## src/rtl/multicycle_controller_if.sv

```systemverilog
// Control/handshake bundle between the multicycle controller and its datapath/memories.
// master = controller side, slave = datapath/memory side.
interface multicycle_controller_if #(
  parameter int unsigned RETIRE_W = 32
);
  logic [6:0]          Opcode;
  logic                imem_ready;
  logic                dmem_ready;
  logic                imem_req;
  logic                IRWrite;
  logic                ALUSrc;
  logic                MemtoReg;
  logic                RegWrite;
  logic                MemRead;
  logic                MemWrite;
  logic [1:0]          ALUOp;
  logic                Branch;
  logic                Jump;
  logic                PCWrite;
  logic                illegal;
  logic                timeout;
  logic [RETIRE_W-1:0] retired;

  modport master (
    input  Opcode, imem_ready, dmem_ready,
    output imem_req, IRWrite, ALUSrc, MemtoReg, RegWrite, MemRead, MemWrite,
           ALUOp, Branch, Jump, PCWrite, illegal, timeout, retired
  );

  modport slave (
    output Opcode, imem_ready, dmem_ready,
    input  imem_req, IRWrite, ALUSrc, MemtoReg, RegWrite, MemRead, MemWrite,
           ALUOp, Branch, Jump, PCWrite, illegal, timeout, retired
  );
endinterface

```

## src/rtl/multicycle_controller.sv

```systemverilog
// Multicycle RV32I-subset control FSM: FETCH/DECODE/EXEC/MEM/WB with memory
// handshakes, wait timeout, illegal-opcode trap and retired-instruction counter.
module multicycle_controller #(
  parameter bit          ENABLE_JUMPS = 1'b1,
  parameter int unsigned MEM_TIMEOUT  = 16,
  parameter int unsigned RETIRE_W     = 32
) (
  input logic                     clk,
  input logic                     reset,
  multicycle_controller_if.master bus
);

  localparam logic [6:0] OP_R    = 7'b0110011;
  localparam logic [6:0] OP_I    = 7'b0010011;
  localparam logic [6:0] OP_LW   = 7'b0000011;
  localparam logic [6:0] OP_SW   = 7'b0100011;
  localparam logic [6:0] OP_BR   = 7'b1100011;
  localparam logic [6:0] OP_JAL  = 7'b1101111;
  localparam logic [6:0] OP_JALR = 7'b1100111;

  localparam int unsigned WAIT_W = (MEM_TIMEOUT > 1) ? $clog2(MEM_TIMEOUT) : 1;
  localparam logic [WAIT_W-1:0] WAIT_LAST =
    (MEM_TIMEOUT > 0) ? WAIT_W'(MEM_TIMEOUT - 1) : '0;

  typedef enum logic [2:0] {FETCH, DECODE, EXEC, MEM, WB, TRAP} state_t;

  state_t              state, state_n;
  logic [6:0]          opcode_q;
  logic [WAIT_W-1:0]   wait_cnt;
  logic                illegal_q, timeout_q;
  logic [RETIRE_W-1:0] retired_q;
  logic                waiting, wait_expired;
  logic                retire_now, trap_illegal, trap_timeout;

  function automatic logic is_legal(input logic [6:0] op);
    case (op)
      OP_R, OP_I, OP_LW, OP_SW, OP_BR: is_legal = 1'b1;
      OP_JAL, OP_JALR:                 is_legal = ENABLE_JUMPS;
      default:                         is_legal = 1'b0;
    endcase
  endfunction

  always_comb begin
    waiting      = (state == FETCH && !bus.imem_ready) ||
                   (state == MEM   && !bus.dmem_ready);
    wait_expired = (MEM_TIMEOUT != 0) && waiting && (wait_cnt == WAIT_LAST);
  end

  always_ff @(posedge clk or posedge reset) begin
    if (reset) state <= FETCH;
    else       state <= state_n;
  end

  always_comb begin
    state_n      = state;
    retire_now   = 1'b0;
    trap_illegal = 1'b0;
    trap_timeout = 1'b0;
    case (state)
      FETCH: begin
        if (bus.imem_ready) state_n = DECODE;
        else if (wait_expired) begin
          state_n      = TRAP;
          trap_timeout = 1'b1;
        end
      end
      DECODE: begin
        if (is_legal(bus.Opcode)) state_n = EXEC;
        else begin
          state_n      = TRAP;
          trap_illegal = 1'b1;
        end
      end
      EXEC: begin
        case (opcode_q)
          OP_R, OP_I, OP_JAL, OP_JALR: state_n = WB;
          OP_LW, OP_SW:                state_n = MEM;
          OP_BR: begin
            state_n    = FETCH;
            retire_now = 1'b1;
          end
          default:                     state_n = TRAP;
        endcase
      end
      MEM: begin
        if (bus.dmem_ready) begin
          if (opcode_q == OP_LW) state_n = WB;
          else begin
            state_n    = FETCH;
            retire_now = 1'b1;
          end
        end else if (wait_expired) begin
          state_n      = TRAP;
          trap_timeout = 1'b1;
        end
      end
      WB: begin
        state_n    = FETCH;
        retire_now = 1'b1;
      end
      default: state_n = TRAP;
    endcase
  end

  // wait_cnt only ever runs while stalled in FETCH/MEM, so any other cycle
  // (including every state entry) leaves it cleared.
  always_ff @(posedge clk or posedge reset) begin
    if (reset) begin
      opcode_q  <= '0;
      wait_cnt  <= '0;
      illegal_q <= 1'b0;
      timeout_q <= 1'b0;
      retired_q <= '0;
    end else begin
      if (state == DECODE) opcode_q <= bus.Opcode;
      if (waiting) wait_cnt <= wait_cnt + WAIT_W'(1);
      else         wait_cnt <= '0;
      if (trap_illegal) illegal_q <= 1'b1;
      if (trap_timeout) timeout_q <= 1'b1;
      if (retire_now)   retired_q <= retired_q + RETIRE_W'(1);
    end
  end

  // Enables are forced low for the whole reset pulse, not just from the next edge.
  always_comb begin
    bus.imem_req = 1'b0;
    bus.IRWrite  = 1'b0;
    bus.ALUSrc   = 1'b0;
    bus.MemtoReg = 1'b0;
    bus.RegWrite = 1'b0;
    bus.MemRead  = 1'b0;
    bus.MemWrite = 1'b0;
    bus.ALUOp    = 2'b00;
    bus.Branch   = 1'b0;
    bus.Jump     = 1'b0;
    bus.PCWrite  = 1'b0;
    if (!reset) begin
      case (state)
        FETCH: begin
          bus.imem_req = 1'b1;
          bus.IRWrite  = bus.imem_ready;
        end
        EXEC: begin
          case (opcode_q)
            OP_R:         bus.ALUOp = 2'b10;
            OP_I: begin
              bus.ALUOp  = 2'b11;
              bus.ALUSrc = 1'b1;
            end
            OP_LW, OP_SW: bus.ALUSrc = 1'b1;
            OP_BR: begin
              bus.ALUOp  = 2'b01;
              bus.Branch = 1'b1;
            end
            OP_JAL:       bus.Jump = 1'b1;
            OP_JALR: begin
              bus.Jump   = 1'b1;
              bus.ALUSrc = 1'b1;
            end
            default: ;
          endcase
        end
        MEM: begin
          bus.ALUSrc   = 1'b1;
          bus.MemRead  = (opcode_q == OP_LW);
          bus.MemWrite = (opcode_q == OP_SW);
          bus.PCWrite  = (opcode_q == OP_SW) && bus.dmem_ready;
        end
        WB: begin
          bus.RegWrite = 1'b1;
          bus.PCWrite  = 1'b1;
          bus.MemtoReg = (opcode_q == OP_LW);
          bus.Jump     = (opcode_q == OP_JAL) || (opcode_q == OP_JALR);
        end
        default: ;
      endcase
    end
  end

  assign bus.illegal = illegal_q;
  assign bus.timeout = timeout_q;
  assign bus.retired = retired_q;

endmodule
```

## src/flat_wrapper.sv

```systemverilog
// flat-port wrapper written by rule: the top's interface ports become plain ports
module multicycle_controller_flat 
#(
  parameter bit          ENABLE_JUMPS = 1'b1,
  parameter int unsigned MEM_TIMEOUT  = 16,
  parameter int unsigned RETIRE_W     = 32
)
  (clk, reset, bus_Opcode, bus_imem_ready, bus_dmem_ready, bus_imem_req, bus_IRWrite, bus_ALUSrc, bus_MemtoReg, bus_RegWrite, bus_MemRead, bus_MemWrite, bus_ALUOp, bus_Branch, bus_Jump, bus_PCWrite, bus_illegal, bus_timeout, bus_retired);
  multicycle_controller_if #(.RETIRE_W(RETIRE_W)) bus_i ();
  input logic clk;
  input logic reset;
  input wire logic [$bits(bus_i.Opcode)-1:0] bus_Opcode;
  input wire logic [$bits(bus_i.imem_ready)-1:0] bus_imem_ready;
  input wire logic [$bits(bus_i.dmem_ready)-1:0] bus_dmem_ready;
  output wire logic [$bits(bus_i.imem_req)-1:0] bus_imem_req;
  output wire logic [$bits(bus_i.IRWrite)-1:0] bus_IRWrite;
  output wire logic [$bits(bus_i.ALUSrc)-1:0] bus_ALUSrc;
  output wire logic [$bits(bus_i.MemtoReg)-1:0] bus_MemtoReg;
  output wire logic [$bits(bus_i.RegWrite)-1:0] bus_RegWrite;
  output wire logic [$bits(bus_i.MemRead)-1:0] bus_MemRead;
  output wire logic [$bits(bus_i.MemWrite)-1:0] bus_MemWrite;
  output wire logic [$bits(bus_i.ALUOp)-1:0] bus_ALUOp;
  output wire logic [$bits(bus_i.Branch)-1:0] bus_Branch;
  output wire logic [$bits(bus_i.Jump)-1:0] bus_Jump;
  output wire logic [$bits(bus_i.PCWrite)-1:0] bus_PCWrite;
  output wire logic [$bits(bus_i.illegal)-1:0] bus_illegal;
  output wire logic [$bits(bus_i.timeout)-1:0] bus_timeout;
  output wire logic [$bits(bus_i.retired)-1:0] bus_retired;
  assign bus_i.Opcode = bus_Opcode;
  assign bus_i.imem_ready = bus_imem_ready;
  assign bus_i.dmem_ready = bus_dmem_ready;
  assign bus_imem_req = bus_i.imem_req;
  assign bus_IRWrite = bus_i.IRWrite;
  assign bus_ALUSrc = bus_i.ALUSrc;
  assign bus_MemtoReg = bus_i.MemtoReg;
  assign bus_RegWrite = bus_i.RegWrite;
  assign bus_MemRead = bus_i.MemRead;
  assign bus_MemWrite = bus_i.MemWrite;
  assign bus_ALUOp = bus_i.ALUOp;
  assign bus_Branch = bus_i.Branch;
  assign bus_Jump = bus_i.Jump;
  assign bus_PCWrite = bus_i.PCWrite;
  assign bus_illegal = bus_i.illegal;
  assign bus_timeout = bus_i.timeout;
  assign bus_retired = bus_i.retired;
  multicycle_controller #(.ENABLE_JUMPS(ENABLE_JUMPS), .MEM_TIMEOUT(MEM_TIMEOUT), .RETIRE_W(RETIRE_W)) u_core (.clk(clk), .reset(reset), .bus(bus_i));
endmodule
```

## config.mk

```make
export PLATFORM = sky130hd
export DESIGN_NAME = multicycle_controller_flat
export DESIGN_NICKNAME = d
export VERILOG_FILES = /design/src/rtl/multicycle_controller_if.sv /design/src/rtl/multicycle_controller.sv /design/src/flat_wrapper.sv
export SDC_FILE = /design/constraint.sdc
export NUM_CORES = 1
export LEC_CHECK = 0
export BUFFER_PORTS_ARGS = -buffer_cell sky130_fd_sc_hd__buf_4
export CORE_MARGIN = 1
export CORE_UTILIZATION = 42
export CTS_CLUSTER_SIZE = 12
export DETAILED_ROUTE_END_ITERATION = 16
export PLACE_DENSITY_LB_ADDON = 0.1
export SLEW_MARGIN = 20
export SYNTH_ARGS = -nofsm -noshare
export SYNTH_HDL_FRONTEND = slang
export SYNTH_SLANG_ARGS = --single-unit
```

## constraint.sdc

```tcl
create_clock -name clk -period 2.55 [get_ports clk]
set_input_delay 0.3825 -clock clk [delete_from_list [all_inputs] [get_ports clk]]
set_output_delay 0.3825 -clock clk [all_outputs]
set_load 0.05 [all_outputs]
```

# ---- Word-level counts from Yosys, hierarchy flattened
# Index checks and enable logic that the tools add are counted.
dict set report totals {
  word_cells 86
  inputBits 11
  out_inout_bits 46
  reg_bits 48
}
dict set report op_classes {
  muxes 45
  add_sub_neg 2
  reduce_logical 14
  n_eq_ne 19
}
# cell count
set op_table {}
lappend op_table {{== test 7 bit (second input constant)} 6}
lappend op_table {{adder 32 x 1 -> 32 bit (second input constant)} 1}
lappend op_table {{2-to-1 mux 1 bit} 29}
lappend op_table {{== test 7 x 6 -> 1 bit (second input constant)} 4}
lappend op_table {{2-to-1 mux 3 bit} 5}
lappend op_table {{case mux 3 bit (5 select lines)} 1}
lappend op_table {{== test 7 x 2 -> 1 bit (second input constant)} 2}
lappend op_table {{== test 7 x 5 -> 1 bit (second input constant)} 2}
lappend op_table {{case mux 3 bit (3 select lines)} 1}
lappend op_table {{case mux 1 bit (2 select lines)} 4}
lappend op_table {{OR reduction 4 bit} 2}
lappend op_table {{OR reduction 7 bit} 1}
lappend op_table {{== test 3 x 2 -> 1 bit (second input constant)} 2}
lappend op_table {{case mux 2 bit (3 select lines)} 1}
lappend op_table {{adder 4 x 1 -> 4 bit (second input constant)} 1}
lappend op_table {{== test 4 bit (second input constant)} 1}
lappend op_table {{logical AND 1 bit} 4}
lappend op_table {{2-to-1 mux 2 bit} 2}
lappend op_table {{2-to-1 mux 4 bit} 1}
lappend op_table {{OR reduction 2 bit} 2}
lappend op_table {{== test 3 x 1 -> 1 bit (second input constant)} 1}
lappend op_table {{== test 3 bit (second input constant)} 1}
lappend op_table {{zero test 3 bit} 1}
lappend op_table {{case mux 1 bit (3 select lines)} 1}
lappend op_table {{other kinds (2)} 4}

# ---- Logic depth before layout (Yosys ltp)
dict set report depth {
  word_depth 7
  mapped_depth 7
  mapped_depth_nobuf 5
}

# ---- Worst setup path before layout
# No wires, ideal clock.
dict set report synth_timing {
  path_kind {input to output}
  start {in reset}
  end {out bus_ALUOp[1]}
  t_required_ps 2168
  path_stages 3
  slack_ps -760
  path_buffers 0
  arrival_time_ps 2927
  path_cell_list {inv_1 -> nand3_1 -> nor3b_1}
}
dict set report synth_between {
  elab_chain_len 1
}
# item line
set synth_rtl {}
lappend synth_rtl {{start, declared} flat_wrapper.sv:11} ;# input logic reset;
lappend synth_rtl {{2-to-1 mux 2 bit} multicycle_controller.sv:137} ;# if (!reset) begin
lappend synth_rtl {{end, declared} flat_wrapper.sv:22} ;# output wire logic [$bits(bus_i.ALUOp)-1:0] bus_ALUOp;
# No other way between the ends.

# ---- Worst setup path in the final report
dict set report layout_timing {
  start {reg u_core.opcode_q[3]}
  end {out bus_MemRead}
}
dict set report layout_between {
  elab_chain_len 3
}
# item line
set layout_rtl {}
lappend layout_rtl {{start, declared} multicycle_controller.sv:28} ;# logic [6:0] opcode_q;
lappend layout_rtl {{start signal, assigned} multicycle_controller.sv:115} ;# if (state == DECODE) opcode_q <= bus.Opcode;
lappend layout_rtl {{== test 7 x 2 -> 1 bit} multicycle_controller.sv:165} ;# bus.MemRead = (opcode_q == OP_LW);
lappend layout_rtl {{2-to-1 mux 1 bit} multicycle_controller.sv:138} ;# case (state)
lappend layout_rtl {{2-to-1 mux 1 bit} multicycle_controller.sv:137}
lappend layout_rtl {{end, declared} flat_wrapper.sv:20} ;# output wire logic [$bits(bus_i.MemRead)-1:0] bus_MemRead;
# No other way between the ends.

==> key figures <==
Status
  – Result of the run: completed

Setup path
  – Number of cells on the worst reg-to-reg path: 5
  – Crit-path max cell delay: 0.45 ns
  – Crit path cell chain: nand4bb_1 -> or3_1 -> nor2b_1 -> buf_4
  – Source of the critical timing path: u_core.opcode_q[3]
  – Worst r2r src: u_core.bus.retired[6]
  – Critical path destination: bus_MemRead
  – Reg-to-reg critical path endpoint: u_core.bus.retired[31]
  – Crit path launch type: flip-flop
  – Capturing element type of the critical path: output port
  – Required time of the critical path: 2.17 ns
  – Maximum fanout encountered on the critical timing path: 5
  – Total stage count of the critical path: 4
  – Count of buffer and inverter cells on the critical path: 1
  – Internal reg-to-reg setup slack: 0.34 ns
  – Worst path arrival time: 1.83 ns
  – Kind of critical path: reg2out
  – Slowest library cell on the worst path: or3_1
  – Dominant delay contributor by cell family on the critical path: simple AND/OR/NAND/NOR gates

Cells and area
  – Area Growth Syn to Fin: 25.9%
  – Post-layout instance area: 0.00307 sq mm
  – Leading cell types in the layout, fill and taps excluded: buf_4 (61), dfrtp_1 (48), xor2_1 (24)
  – Final net count: 309
  – Final core utilization: 55.3%
  – Most frequent standard cell in the layout excluding fill and tap cells: buf_4
  – Fraction of layout cells with a size suffix above 1: 29.3%
  – Total of fill cells in the finished design: 538
  – Register Area: 0.00120 sq mm
  – Area of the multi-input gates: 0.00116 sq mm
  – Antenna cells: 0
  – Number of cells in the finished layout apart from fillers: 369

Timing
  – Highest clock rate: 451 MHz
  – Fin crit share: 87.0%
  – Clock skew: 0.00590 ns
  – Setup TNS after final layout: 0 ns
  – Final setup violating endpoints: 0
  – Number of slew-limit violations in the final report: 0
  – Min Clock Period, post-route: 2.22 ns
  – Setup WS post-layout: 0.333 ns
  – RSZ-0062 raised after global routing: false
  – Relative slew margins: 69.2%
  – Pin slew with the least headroom to its limit: 0.461 ns
  – Hold slack final: 0.102 ns
  – Hold violation total from the final report: 0

Floorplanning
  – Core area: 0.00554 sq mm
  – I/O Pins: 57
  – Die extent in x: 78.1 um
  – Total die area: 0.00611 sq mm
  – Vert. Die Dim: 78.1 um
  – Initial Util: 43.9%
  – Std-Cell Rows: 27

Clocking
  – CTS tree: built
  – Source-to-sink clock delay at the later pin of the worst-skew pair: 0.29 ns
  – Level count of the clock H-tree: 2
  – Clock root cell: clkbuf_8
  – CTS buffer count: 5
  – Number of buffers on the longest clock path: 2
  – Number of instances resized during post-cts repair: 0
  – Number of sinks on the clock net: 48
  – Setup fix buffers added after clock tree synthesis: 0
  – Hold_buf cts: 0
  – Clock Pin Slew Worst Setup and Hold Paths: 0.09 ns

Route
  – Per-cell via count in the routed design: 5.19
  – DRC viols: 0
  – Routed wire length: 5160 um
  – Residual antenna-violating net count after detailed routing: 0
  – Detailed router's first-iteration violation count: 30
  – Router iterations before antenna repair: 6
  – Routed wire per std cell: 14.0 um
  – Total via count after detailed routing: 1914

Synthesis
  – Mean Syn Cell Area: 10.4 sq um
  – Syn_nets: 248
  – Synth warnings: 0
  – Netlist Area Pre-Place: 0.00243 sq mm
  – Dominant synthesized flop cell: dfrtp_1
  – Yosys cell types: 49
  – Number of flops mapped to enable cells by yosys: 0
  – Cell count after synthesis: 235
  – Async set or reset register ratio after synthesis: 100%
  – Number of synthesized register bits: 48
  – Register area share after synthesis: 49.3%

Placement
  – Port buffer count: 56
  – Post-placement cell area: 0.00296 sq mm
  – Post-Place Worst Slack: 0.371 ns
  – # placed instances: 361
  – Gpl congestion: 0.813
  – HPWL after DPL: 3820 um

Run
  – Reported max-cap violation count: 0

Global route
  – Maximum number of pins on one net before global-route repair: 34
  – Antenna violations before repair: 0
  – GRT overflow: 0
  – Vias in the first global route: 1836
  – Wire length of the first global-routing pass: 8690 um
  – GRT Util Overall: 18.1%

Worst hold path
  – Worst hold path class: in2async

Power
  – Maximum vdd drop: 0.629 mV
  – Pwr Density: 762 mW/mm^2
  – Leakage power: 1.51 nW
  – Total power: 2.34 mW
worst min path at each step:
stage | slack [ns] | endpoint | startpoint | cells after the start
after detailed placement | 0.44 | u_core.wait_cnt[3] | reset | 2
final | 0.10 | u_core.opcode_q[6] | reset | 2
after global routing | 0.12 | u_core.opcode_q[5] | reset | 2
after global placement | 0.45 | u_core.state[2] | reset | 2
after CTS | 0.11 | u_core.wait_cnt[3] | reset | 2
after floorplan | 0.42 | u_core.bus.illegal | reset | 1
sequential cells by signal, indices dropped and copies added, names as in the netlist:
name                cells
u_core.opcode_q         7
u_core.bus.retired     32
u_core.state            3
u_core.bus.timeout      1
u_core.wait_cnt         4
u_core.bus.illegal      1
logic make-up (layout without fill, tap and decap cells):
kind of cell	after synthesis	in the layout	synth area share, %
buf+inv	18	80	3.29
flops	48	48	49.3
mux	7	7	3.19
fa+ha+maj	2	2	1.03
compound gates	24	24	6.78
simple gates	103	103	24.2
xor+xnor	33	33	12.2
power by group:
part / internal [mW] / switching (mW)
combinational: 0.301 / 0.452
clock: 0.291 / 0.241
sequential: 0.880 / 0.169
layer usage:
layer	global-route usage (%)	up-vias	wire, um
met5	0	-	0
met4	6.11	0	27
met3	3.26	2	209
met2	28.8	39	2430
met1	25.1	932	2490
li1	-	941	-
cell usage after synthesis, types with 3 or more instances:
cell type / instances / area share (%)
mux2_2: 6 / 2.8
nand2_1: 21 / 3.2
inv_1: 11 / 1.7
nor2_1: 19 / 2.9
nor4_1: 3 / 0.77
buf_2: 4 / 0.82
nand3_1: 9 / 1.8
or3_1: 3 / 0.77
o211ai_1: 4 / 1.2
a21oi_1: 6 / 1.2
o21ai_0: 3 / 0.62
nor3_1: 18 / 3.7
xor2_1: 24 / 8.6
xnor2_1: 8 / 2.9
nand4_1: 4 / 1.0
nor3b_1: 3 / 0.92
dfrtp_1: 48 / 49
cell type report:
cell class                 count  area share, %
clock buffer                   6           2.37
inverter                      11           1.47
sequential                    48           39.2
multi-input combinational    169           38.0
tap                           72           2.94
timing repair buffer          61           14.9
clock inverter                 2           1.14
Power figures use the tool's default switching activity.
